$ cat config.mk
export PLATFORM = sky130hd
export DESIGN_NAME = schedule_erase_mp
export DESIGN_NICKNAME = d
export VERILOG_FILES = /design/src/rtl/schedule_erase_mp_pkg.sv /design/src/rtl/schedule_erase_mp_erase_cmd_gen.sv /design/src/rtl/schedule_erase_mp.sv
export SDC_FILE = /design/constraint.sdc
export NUM_CORES = 1
export LEC_CHECK = 0
export BUFFER_PORTS_ARGS = -buffer_cell sky130_fd_sc_hd__clkbuf_2
export CORE_MARGIN = 2
export CORE_UTILIZATION = 50
export CTS_BUF_LIST = sky130_fd_sc_hd__clkbuf_8
export DETAILED_ROUTE_END_ITERATION = 8
export GPL_TIMING_DRIVEN = 0
export PLACE_DENSITY = 0.79
export SLEW_MARGIN = 20
export SYNTH_ARGS = -nofsm -noshare
export SYNTH_HDL_FRONTEND = slang
export SYNTH_SLANG_ARGS = --single-unit
$ cat constraint.sdc
create_clock -name clk -period 5.2 [get_ports clk]
set_input_delay 1.3 -clock clk [delete_from_list [all_inputs] [get_ports clk]]
set_output_delay 1.3 -clock clk [all_outputs]
set_load 0.02 [all_outputs]
$ cat src/rtl/schedule_erase_mp_pkg.sv
// schedule_erase_mp_pkg
// Shared constants and types for the multi-plane block-erase scheduler:
// NAND erase opcodes, default wait fields, the page-command parameter
// layout, FSM state encodings and the generated-command bundle type.
package schedule_erase_mp_pkg;

  // Opcode pairs: intermediate multi-plane erase and group-final erase
  localparam logic [15:0] ERASE_MP    = 16'hD160;
  localparam logic [15:0] ERASE_FINAL = 16'hD060;

  // Default wait fields (tDBSY for intermediate planes, tBERS for group end)
  localparam logic [11:0] T_DBSY_DEFAULT = 12'h03C;
  localparam logic [11:0] T_BERS_DEFAULT = 12'h800;

  // Fixed sub-field of the page-command parameter word
  localparam logic [2:0]  PARAM_CONST = 3'h4;

  // FSM state encodings
  localparam logic [1:0] ST_IDLE  = 2'd0;
  localparam logic [1:0] ST_ISSUE = 2'd1;
  localparam logic [1:0] ST_DONE  = 2'd2;

  // One fully formed page-level erase command
  typedef struct packed {
    logic [15:0] opcode;
    logic        last;
    logic [47:0] addr;
    logic [31:0] param;
    logic [15:0] id;
  } erase_cmd_t;

  // Parameter word layout: {16'h0, wait[11:0], 3'h4, 1'b1}
  function automatic logic [31:0] make_param(input logic [11:0] wait_v);
    return {16'h0000, wait_v, PARAM_CONST, 1'b1};
  endfunction

endpackage

$ cat src/rtl/schedule_erase_mp_erase_cmd_gen.sv
// erase_cmd_gen
// Purely combinational page-command former. From the current block address,
// the number of blocks still to issue and the request id it derives the
// opcode, last flag, zero-extended address and parameter word.
// Ports:
//   i_cur_addr  - row address of the block being issued
//   i_remaining - blocks left including this one
//   i_id        - request id (passed through)
//   o_opcode, o_last, o_addr, o_param, o_id - formed command fields
module erase_cmd_gen
  import schedule_erase_mp_pkg::*;
#(
  parameter int          NUM_PLANES = 2,
  parameter int          ADDR_W     = 32,
  parameter int          LEN_W      = 24,
  parameter int          BLK_SHIFT  = 11,
  parameter logic [11:0] T_DBSY     = T_DBSY_DEFAULT,
  parameter logic [11:0] T_BERS     = T_BERS_DEFAULT
) (
  input  logic [ADDR_W-1:0] i_cur_addr,
  input  logic [LEN_W-1:0]  i_remaining,
  input  logic [15:0]       i_id,
  output logic [15:0]       o_opcode,
  output logic              o_last,
  output logic [47:0]       o_addr,
  output logic [31:0]       o_param,
  output logic [15:0]       o_id
);

  logic w_plane_last;
  logic w_last;
  logic w_final;

  // A single-plane LUN has no plane field, so every command closes its group
  generate
    if (NUM_PLANES == 1) begin : g_single
      assign w_plane_last = 1'b1;
    end else begin : g_multi
      localparam int PLANE_BITS = $clog2(NUM_PLANES);
      assign w_plane_last =
        (i_cur_addr[BLK_SHIFT +: PLANE_BITS] == PLANE_BITS'(NUM_PLANES - 1));
    end
  endgenerate

  // Form the command; the group closes on the top plane or the request's final block
  always_comb begin
    w_last  = (i_remaining == LEN_W'(1'b1));
    w_final = w_last | w_plane_last;
    o_last  = w_last;
    o_addr  = 48'(i_cur_addr);
    o_id    = i_id;
    if (w_final) begin
      o_opcode = ERASE_FINAL;
      o_param  = make_param(T_BERS);
    end else begin
      o_opcode = ERASE_MP;
      o_param  = make_param(T_DBSY);
    end
  end

endmodule

$ cat src/rtl/schedule_erase_mp.sv
// schedule_erase_mp
// Multi-plane block-erase scheduler. Accepts {id, start row, block count},
// emits one page-level erase command per block (grouped into multi-plane
// sequences that never cross the top plane) and pulses o_done at the end.
// Ports:
//   clk, rst            - clock, asynchronous active-high reset
//   o_cmd_ready         - request accept (high in IDLE)
//   i_cmd_valid, i_ecmd_id, i_eaddr, i_elen - erase request
//   i_page_cmd_ready    - downstream ready
//   o_page_cmd_valid, o_page_cmd, o_page_cmd_last, o_page_cmd_id,
//   o_page_addr, o_page_cmd_param - registered page command
//   o_busy              - request in progress
//   o_done, o_done_id   - one-cycle completion pulse and its id
module schedule_erase_mp
  import schedule_erase_mp_pkg::*;
#(
  parameter int          NUM_PLANES = 2,
  parameter int          ADDR_W     = 32,
  parameter int          LEN_W      = 24,
  parameter int          BLK_SHIFT  = 11,
  parameter logic [11:0] T_DBSY     = T_DBSY_DEFAULT,
  parameter logic [11:0] T_BERS     = T_BERS_DEFAULT
) (
  input  logic              clk,
  input  logic              rst,
  output logic              o_cmd_ready,
  input  logic              i_cmd_valid,
  input  logic [15:0]       i_ecmd_id,
  input  logic [ADDR_W-1:0] i_eaddr,
  input  logic [LEN_W-1:0]  i_elen,
  input  logic              i_page_cmd_ready,
  output logic              o_page_cmd_valid,
  output logic [15:0]       o_page_cmd,
  output logic              o_page_cmd_last,
  output logic [15:0]       o_page_cmd_id,
  output logic [47:0]       o_page_addr,
  output logic [31:0]       o_page_cmd_param,
  output logic              o_busy,
  output logic              o_done,
  output logic [15:0]       o_done_id
);

  localparam logic [ADDR_W-1:0] BLK_STRIDE = ADDR_W'(64'd1 << BLK_SHIFT);

  logic [1:0]        r_state;
  logic [ADDR_W-1:0] r_cur_addr;
  logic [LEN_W-1:0]  r_remaining;
  logic [15:0]       r_id;

  logic [ADDR_W-1:0] w_gen_addr;
  logic [LEN_W-1:0]  w_gen_rem;
  logic [15:0]       w_gen_id;
  logic              w_hs;
  erase_cmd_t        w_gen;

  assign o_cmd_ready = (r_state == ST_IDLE);
  assign w_hs        = o_page_cmd_valid & i_page_cmd_ready;

  // Select what the former sees: the new request in IDLE, the post-increment
  // block in ISSUE, so the next command can be registered without a bubble
  always_comb begin
    w_gen_addr = r_cur_addr;
    w_gen_rem  = r_remaining;
    w_gen_id   = r_id;
    case (r_state)
      ST_IDLE: begin
        w_gen_addr = i_eaddr;
        w_gen_rem  = i_elen;
        w_gen_id   = i_ecmd_id;
      end
      ST_ISSUE: begin
        w_gen_addr = r_cur_addr + BLK_STRIDE;
        w_gen_rem  = r_remaining - LEN_W'(1'b1);
        w_gen_id   = r_id;
      end
      default: begin
        w_gen_addr = r_cur_addr;
        w_gen_rem  = r_remaining;
        w_gen_id   = r_id;
      end
    endcase
  end

  erase_cmd_gen #(
    .NUM_PLANES (NUM_PLANES),
    .ADDR_W     (ADDR_W),
    .LEN_W      (LEN_W),
    .BLK_SHIFT  (BLK_SHIFT),
    .T_DBSY     (T_DBSY),
    .T_BERS     (T_BERS)
  ) u_gen (
    .i_cur_addr  (w_gen_addr),
    .i_remaining (w_gen_rem),
    .i_id        (w_gen_id),
    .o_opcode    (w_gen.opcode),
    .o_last      (w_gen.last),
    .o_addr      (w_gen.addr),
    .o_param     (w_gen.param),
    .o_id        (w_gen.id)
  );

  // FSM, block counters and registered command/status outputs
  always_ff @(posedge clk or posedge rst) begin
    if (rst) begin
      r_state          <= ST_IDLE;
      r_cur_addr       <= {ADDR_W{1'b0}};
      r_remaining      <= {LEN_W{1'b0}};
      r_id             <= 16'h0000;
      o_page_cmd_valid <= 1'b0;
      o_page_cmd       <= 16'h0000;
      o_page_cmd_last  <= 1'b0;
      o_page_cmd_id    <= 16'h0000;
      o_page_addr      <= 48'h0;
      o_page_cmd_param <= 32'h0;
      o_busy           <= 1'b0;
      o_done           <= 1'b0;
      o_done_id        <= 16'h0000;
    end else begin
      case (r_state)
        ST_IDLE: begin
          o_done <= 1'b0;
          if (i_cmd_valid) begin
            r_id        <= i_ecmd_id;
            r_cur_addr  <= i_eaddr;
            r_remaining <= i_elen;
            o_busy      <= 1'b1;
            if (i_elen == LEN_W'(1'b0)) begin
              // Empty request completes without touching the command port
              r_state   <= ST_DONE;
              o_done    <= 1'b1;
              o_done_id <= i_ecmd_id;
            end else begin
              r_state          <= ST_ISSUE;
              o_page_cmd_valid <= 1'b1;
              o_page_cmd       <= w_gen.opcode;
              o_page_cmd_last  <= w_gen.last;
              o_page_cmd_id    <= w_gen.id;
              o_page_addr      <= w_gen.addr;
              o_page_cmd_param <= w_gen.param;
            end
          end
        end
        ST_ISSUE: begin
          if (w_hs) begin
            if (r_remaining == LEN_W'(1'b1)) begin
              r_state          <= ST_DONE;
              o_page_cmd_valid <= 1'b0;
              o_page_cmd_last  <= 1'b0;
              o_done           <= 1'b1;
              o_done_id        <= r_id;
            end else begin
              r_cur_addr       <= w_gen_addr;
              r_remaining      <= w_gen_rem;
              o_page_cmd       <= w_gen.opcode;
              o_page_cmd_last  <= w_gen.last;
              o_page_cmd_id    <= w_gen.id;
              o_page_addr      <= w_gen.addr;
              o_page_cmd_param <= w_gen.param;
            end
          end
        end
        ST_DONE: begin
          r_state <= ST_IDLE;
          o_busy  <= 1'b0;
          o_done  <= 1'b0;
        end
        default: begin
          r_state          <= ST_IDLE;
          o_busy           <= 1'b0;
          o_done           <= 1'b0;
          o_page_cmd_valid <= 1'b0;
        end
      endcase
    end
  end

endmodule

==> summary.md <==
| Metric | Value |
|---|---|
| Worst path max stage delay | 0.45 ns |
| Reg-to-Reg Start | r_state[1] |
| Power Internal | just under 0.003 W |
| Hold WS | approximately 0.48 ns |
| Sequential area share after synthesis | 0.450 |
| Initial Utilization | 0.510 |
| Combinational fraction of design power | 0.471 |
| Share of cells above drive strength 1 | 0.235 |
| CP Capture Type | primary output |
| Routed wire per std cell | 17.9 µm |
| Unrepaired setup endpoints after global routing | no |
| Post-detail-place hpwl | about 18000 µm |
| Switching share of power | 0.466 |
| Crit-path cells | clkinv_1 > nand2_1 > inv_1 > clkbuf_1 > clkbuf_2 |
| Hold endpoint | r_cur_addr[8] |
| Nets | 1262 |
| Yosys warnings | 0 |
| Grt ovf | 0 |
| Initial antenna violation count | 1 |
| Setup TNS | 0 ns |
| Post-synth ARST share | 1.00 |
| Die Wd | between 100 and 150 µm |
| Die Ht | 131 µm |
| Min-Delay Path Class | reg -> reg |
| DR iter-0 viols | 675 |
| Max H-tree Level | 4 |
| Max_slew headroom | 0.379 |
| Area share of the largest cell type after synthesis | 0.450 |
| Antenna Violating Nets Remaining | 0 |
| IO Pins | 209 |
| Buffers added on ports | 157 |
| Worst Hold Depth | 2 |
| Detail-routed via count per cell | between 5 and 6 |
| CTS hold repair buffers | 0 |
| Number of global-route vias before repair | 7377 |
| Area grow syn2layout | 21.0% |
| Outcome | completed |
| CP Class | reg -> out |
| Synth area leader | dfrtp_1 |
| Power share of the clock group | 0.169 |
| Maximum VDD drop | 0.333 mV |
| Sw power | 0.00259 W |
| Worst Path Required | 3.90 ns |
| Sequential share of power | 0.360 |
| Hold Path Origin | r_cur_addr[8] |
| CP top delay family | buffers and inverters |
| Startpoint types | flop |
| Clock skew | around 0.016 ns |
| Fin. max-slew vios | 0 |
| Clk root buf | clkbuf_8 |
| First-pass GRT wire length | 39100 µm |
| Crit-path slowest cell | dfrtp_1 |
| Die area | 17200 µm² |
| DRT Pass-1 Iters | 7 |
| Reg2reg path depth | 10 |
| Yosys cell types | between 60 and 70 |
| Vias after detailed routing | roughly 7900 |
| Ys flop type | dfrtp_1 |
| Rows | 46 |
| Largest net degree at the start of global routing | approximately 100 |
| EDFF count, synth | 0 |
| Number of CTS-inserted buffers | 17 |
| Clock Tree Buf Depth | 2 |
| Slew @ Worst Pin | 0.931 ns |
| WP data arrival | 2.38 ns |
| Pwr/cell area | 570 nW/µm² |
| Post-Syn Area | 8070 µm² |
| Routed WL | 25300 µm |
| Cts repair resizes | 0 |
| Final critical-path required period | 3.68 ns |
| Average size of a mapped cell | 8.44 µm² |
| GRT Overall Usage | 0.302 |
| Worst-Skew Late Latency | 0.48 ns |
| Dominant cells by area after synthesis | dfrtp_1 45%, nand2_1 11%, buf_4 5.8% |
| Clock sinks | roughly 150 |
| Worst R2R Setup Slack | 1.76 ns |
| Reg clk slew, reported paths | 0.09 ns |
| Max FO, Critical Path | 10 |
| Final Setup Violations | 0 |
| Peak Freq | 272 MHz |
| Worst Path Buf+Inv | 4 |
| CTS tree | yes |
| Hold Vio Cnt, Final | 0 |
| Final Cycle Share | 0.708 |
| Cells after Synth | 956 |
| DRC | 0 |
| Core area | roughly 16000 µm² |
| Gp weighted congestion | between 0.9 and 1 |
| Setup bufs post-CTS | 0 |
| FF+latch count, synth | 145 |
| R2r endpoint | o_page_addr[17] |
| LEAKAGE | 4.69 nW |
| Max-cap violation count | 0 |
-- area by class of cell --
class                      count  area (µm²)
fill                        1419        6070
multi-input combinational    724        3850
sequential                   145        3630
timing repair buffer         158         813
buffer                       127         736
tap                          216         270
clock buffer                  17         234
clock inverter                15         175
inverter                      10        45.0
antenna                        1        2.50
-- power groups by stage --
stage          sequential (W)  clock, W  combinational [W]
2_1_floorplan         0.00217         0            0.00157
4_1_cts               0.00199  0.000949            0.00260
5_1_grt               0.00207   0.00100            0.00288
3_5_place_dp          0.00200         0            0.00259
3_3_place_gp          0.00199         0            0.00252
6_report              0.00200  0.000939            0.00262
-- worst max-delay path by stage --
stage                     from               end  slack [ns]  cells after the start
detailed placement  i_elen[12]  o_page_cmd_id[6]        1.41                     10
floorplan                  rst            o_busy       0.005                      1
global placement           rst   o_page_addr[26]       -1.73                      2
finish              r_state[1]       o_cmd_ready        1.52                      5
global route        r_state[1]       o_cmd_ready        1.41                      5
CTS                 r_state[1]       o_cmd_ready        1.57                      5
-- cells by family after synthesis --
| kind of cell | after synthesis | share of synthesized area |
|---|---|---|
| xor gates and xnor gates | 18 | 0.0195 |
| other | 1 | 0.000465 |
| buffers and inverters | 137 | 0.0959 |
| muxes | 20 | 0.0248 |
| DFF | 145 | 0.450 |
| and+or+nand+nor | 423 | 0.242 |
| AOI/OAI and AO/OA | 209 | 0.163 |
| adders and majority gates | 3 | 0.00465 |
-- per-stage QoR --
| step | worst slack, ns | power [W] | utilization | cells | instance area, µm² |
|---|---|---|---|---|---|
| floorplan | 0.00537 | 0.00374 | - | 1006 | 8250 |
| global placement | -1.73 | 0.00452 | 0.588 | 1379 | 9310 |
| detailed placement | 1.41 | 0.00459 | 0.590 | 1380 | 9340 |
| CTS | 1.57 | 0.00554 | 0.616 | 1412 | 9750 |
| global route | 1.41 | 0.00596 | 0.616 | 1412 | 9750 |
| finish | 1.52 | 0.00556 | 0.616 | 1413 | 9760 |
-- cells in the mapped netlist (4+ instances only) --
master / number
a31oi_1: 35
buf_1: 4
or4_1: 5
inv_1: 9
nor2_1: 71
and4_1: 4
mux2i_1: 20
nand4_1: 10
and3_1: 7
o22ai_1: 6
nand2_1: 232
xor2_1: 6
o21ai_0: 70
o31ai_1: 4
nand3_1: 18
xnor2_1: 12
a221o_1: 14
o211ai_1: 6
buf_2: 9
nor2b_1: 4
nor4_1: 13
o311ai_0: 5
a21oi_1: 37
buf_4: 62
or3_1: 9
nor3_1: 23
clkbuf_1: 50
dfrtp_1: 145
a22oi_1: 9
-- cells in the final DEF, fill, tap and decap left out, types with 4 or more instances in the layout --
| master | n |
|---|---|
| nand2_1 | 232 |
| clkbuf_2 | 157 |
| dfrtp_1 | 145 |
| nor2_1 | 71 |
| o21ai_0 | 70 |
| buf_4 | 62 |
| conb_1 | 51 |
| clkbuf_1 | 50 |
| a21oi_1 | 37 |
| a31oi_1 | 35 |
| nor3_1 | 23 |
| mux2i_1 | 20 |
| nand3_1 | 18 |
| clkbuf_8 | 17 |
| a221o_1 | 14 |
| nor4_1 | 13 |
| xnor2_1 | 12 |
| nand4_1 | 10 |
| buf_2 | 9 |
| or3_1 | 9 |
| a22oi_1 | 9 |
| inv_1 | 9 |
| and3_1 | 7 |
| xor2_1 | 6 |
| o211ai_1 | 6 |
| o22ai_1 | 6 |
| o311ai_0 | 5 |
| or4_1 | 5 |
| inv_6 | 5 |
| and4_1 | 4 |
| buf_1 | 4 |
| o31ai_1 | 4 |
| nor2b_1 | 4 |
-- flip-flops by register name (all words and copies together) (netlist names), 2 cells and up --
name / cells
o_page_addr: 32
r_cur_addr: 32
r_remaining: 24
o_done_id: 16
o_page_cmd_id: 16
r_id: 16
o_page_cmd: 2
r_state: 2
-- metal layers --
| metal | wire length [µm] | vias up | global-route usage |
|---|---|---|---|
| met4 | 1080 | 0 | 0.143 |
| li1 | - | 3688 | - |
| met2 | 11700 | 381 | 0.464 |
| met3 | 1970 | 84 | 0.0806 |
| met5 | 0 | - | 0 |
| met1 | 10600 | 3736 | 0.398 |
-- worst reg2reg max path, stage by stage, from the launching register on --
cell and delay [ns]:
dfrtp_1 0.45, clkinv_1 0.26, nand2_1 0.22, inv_1 0.26, nand2_1 0.17, nand2_1 0.40
o21ai_1 0.15, nor2_1 0.66, clkbuf_1 0.54, nand2_1 0.15, nand2_1 0.11
No activity file was read; power rests on OpenSTA's default activity.
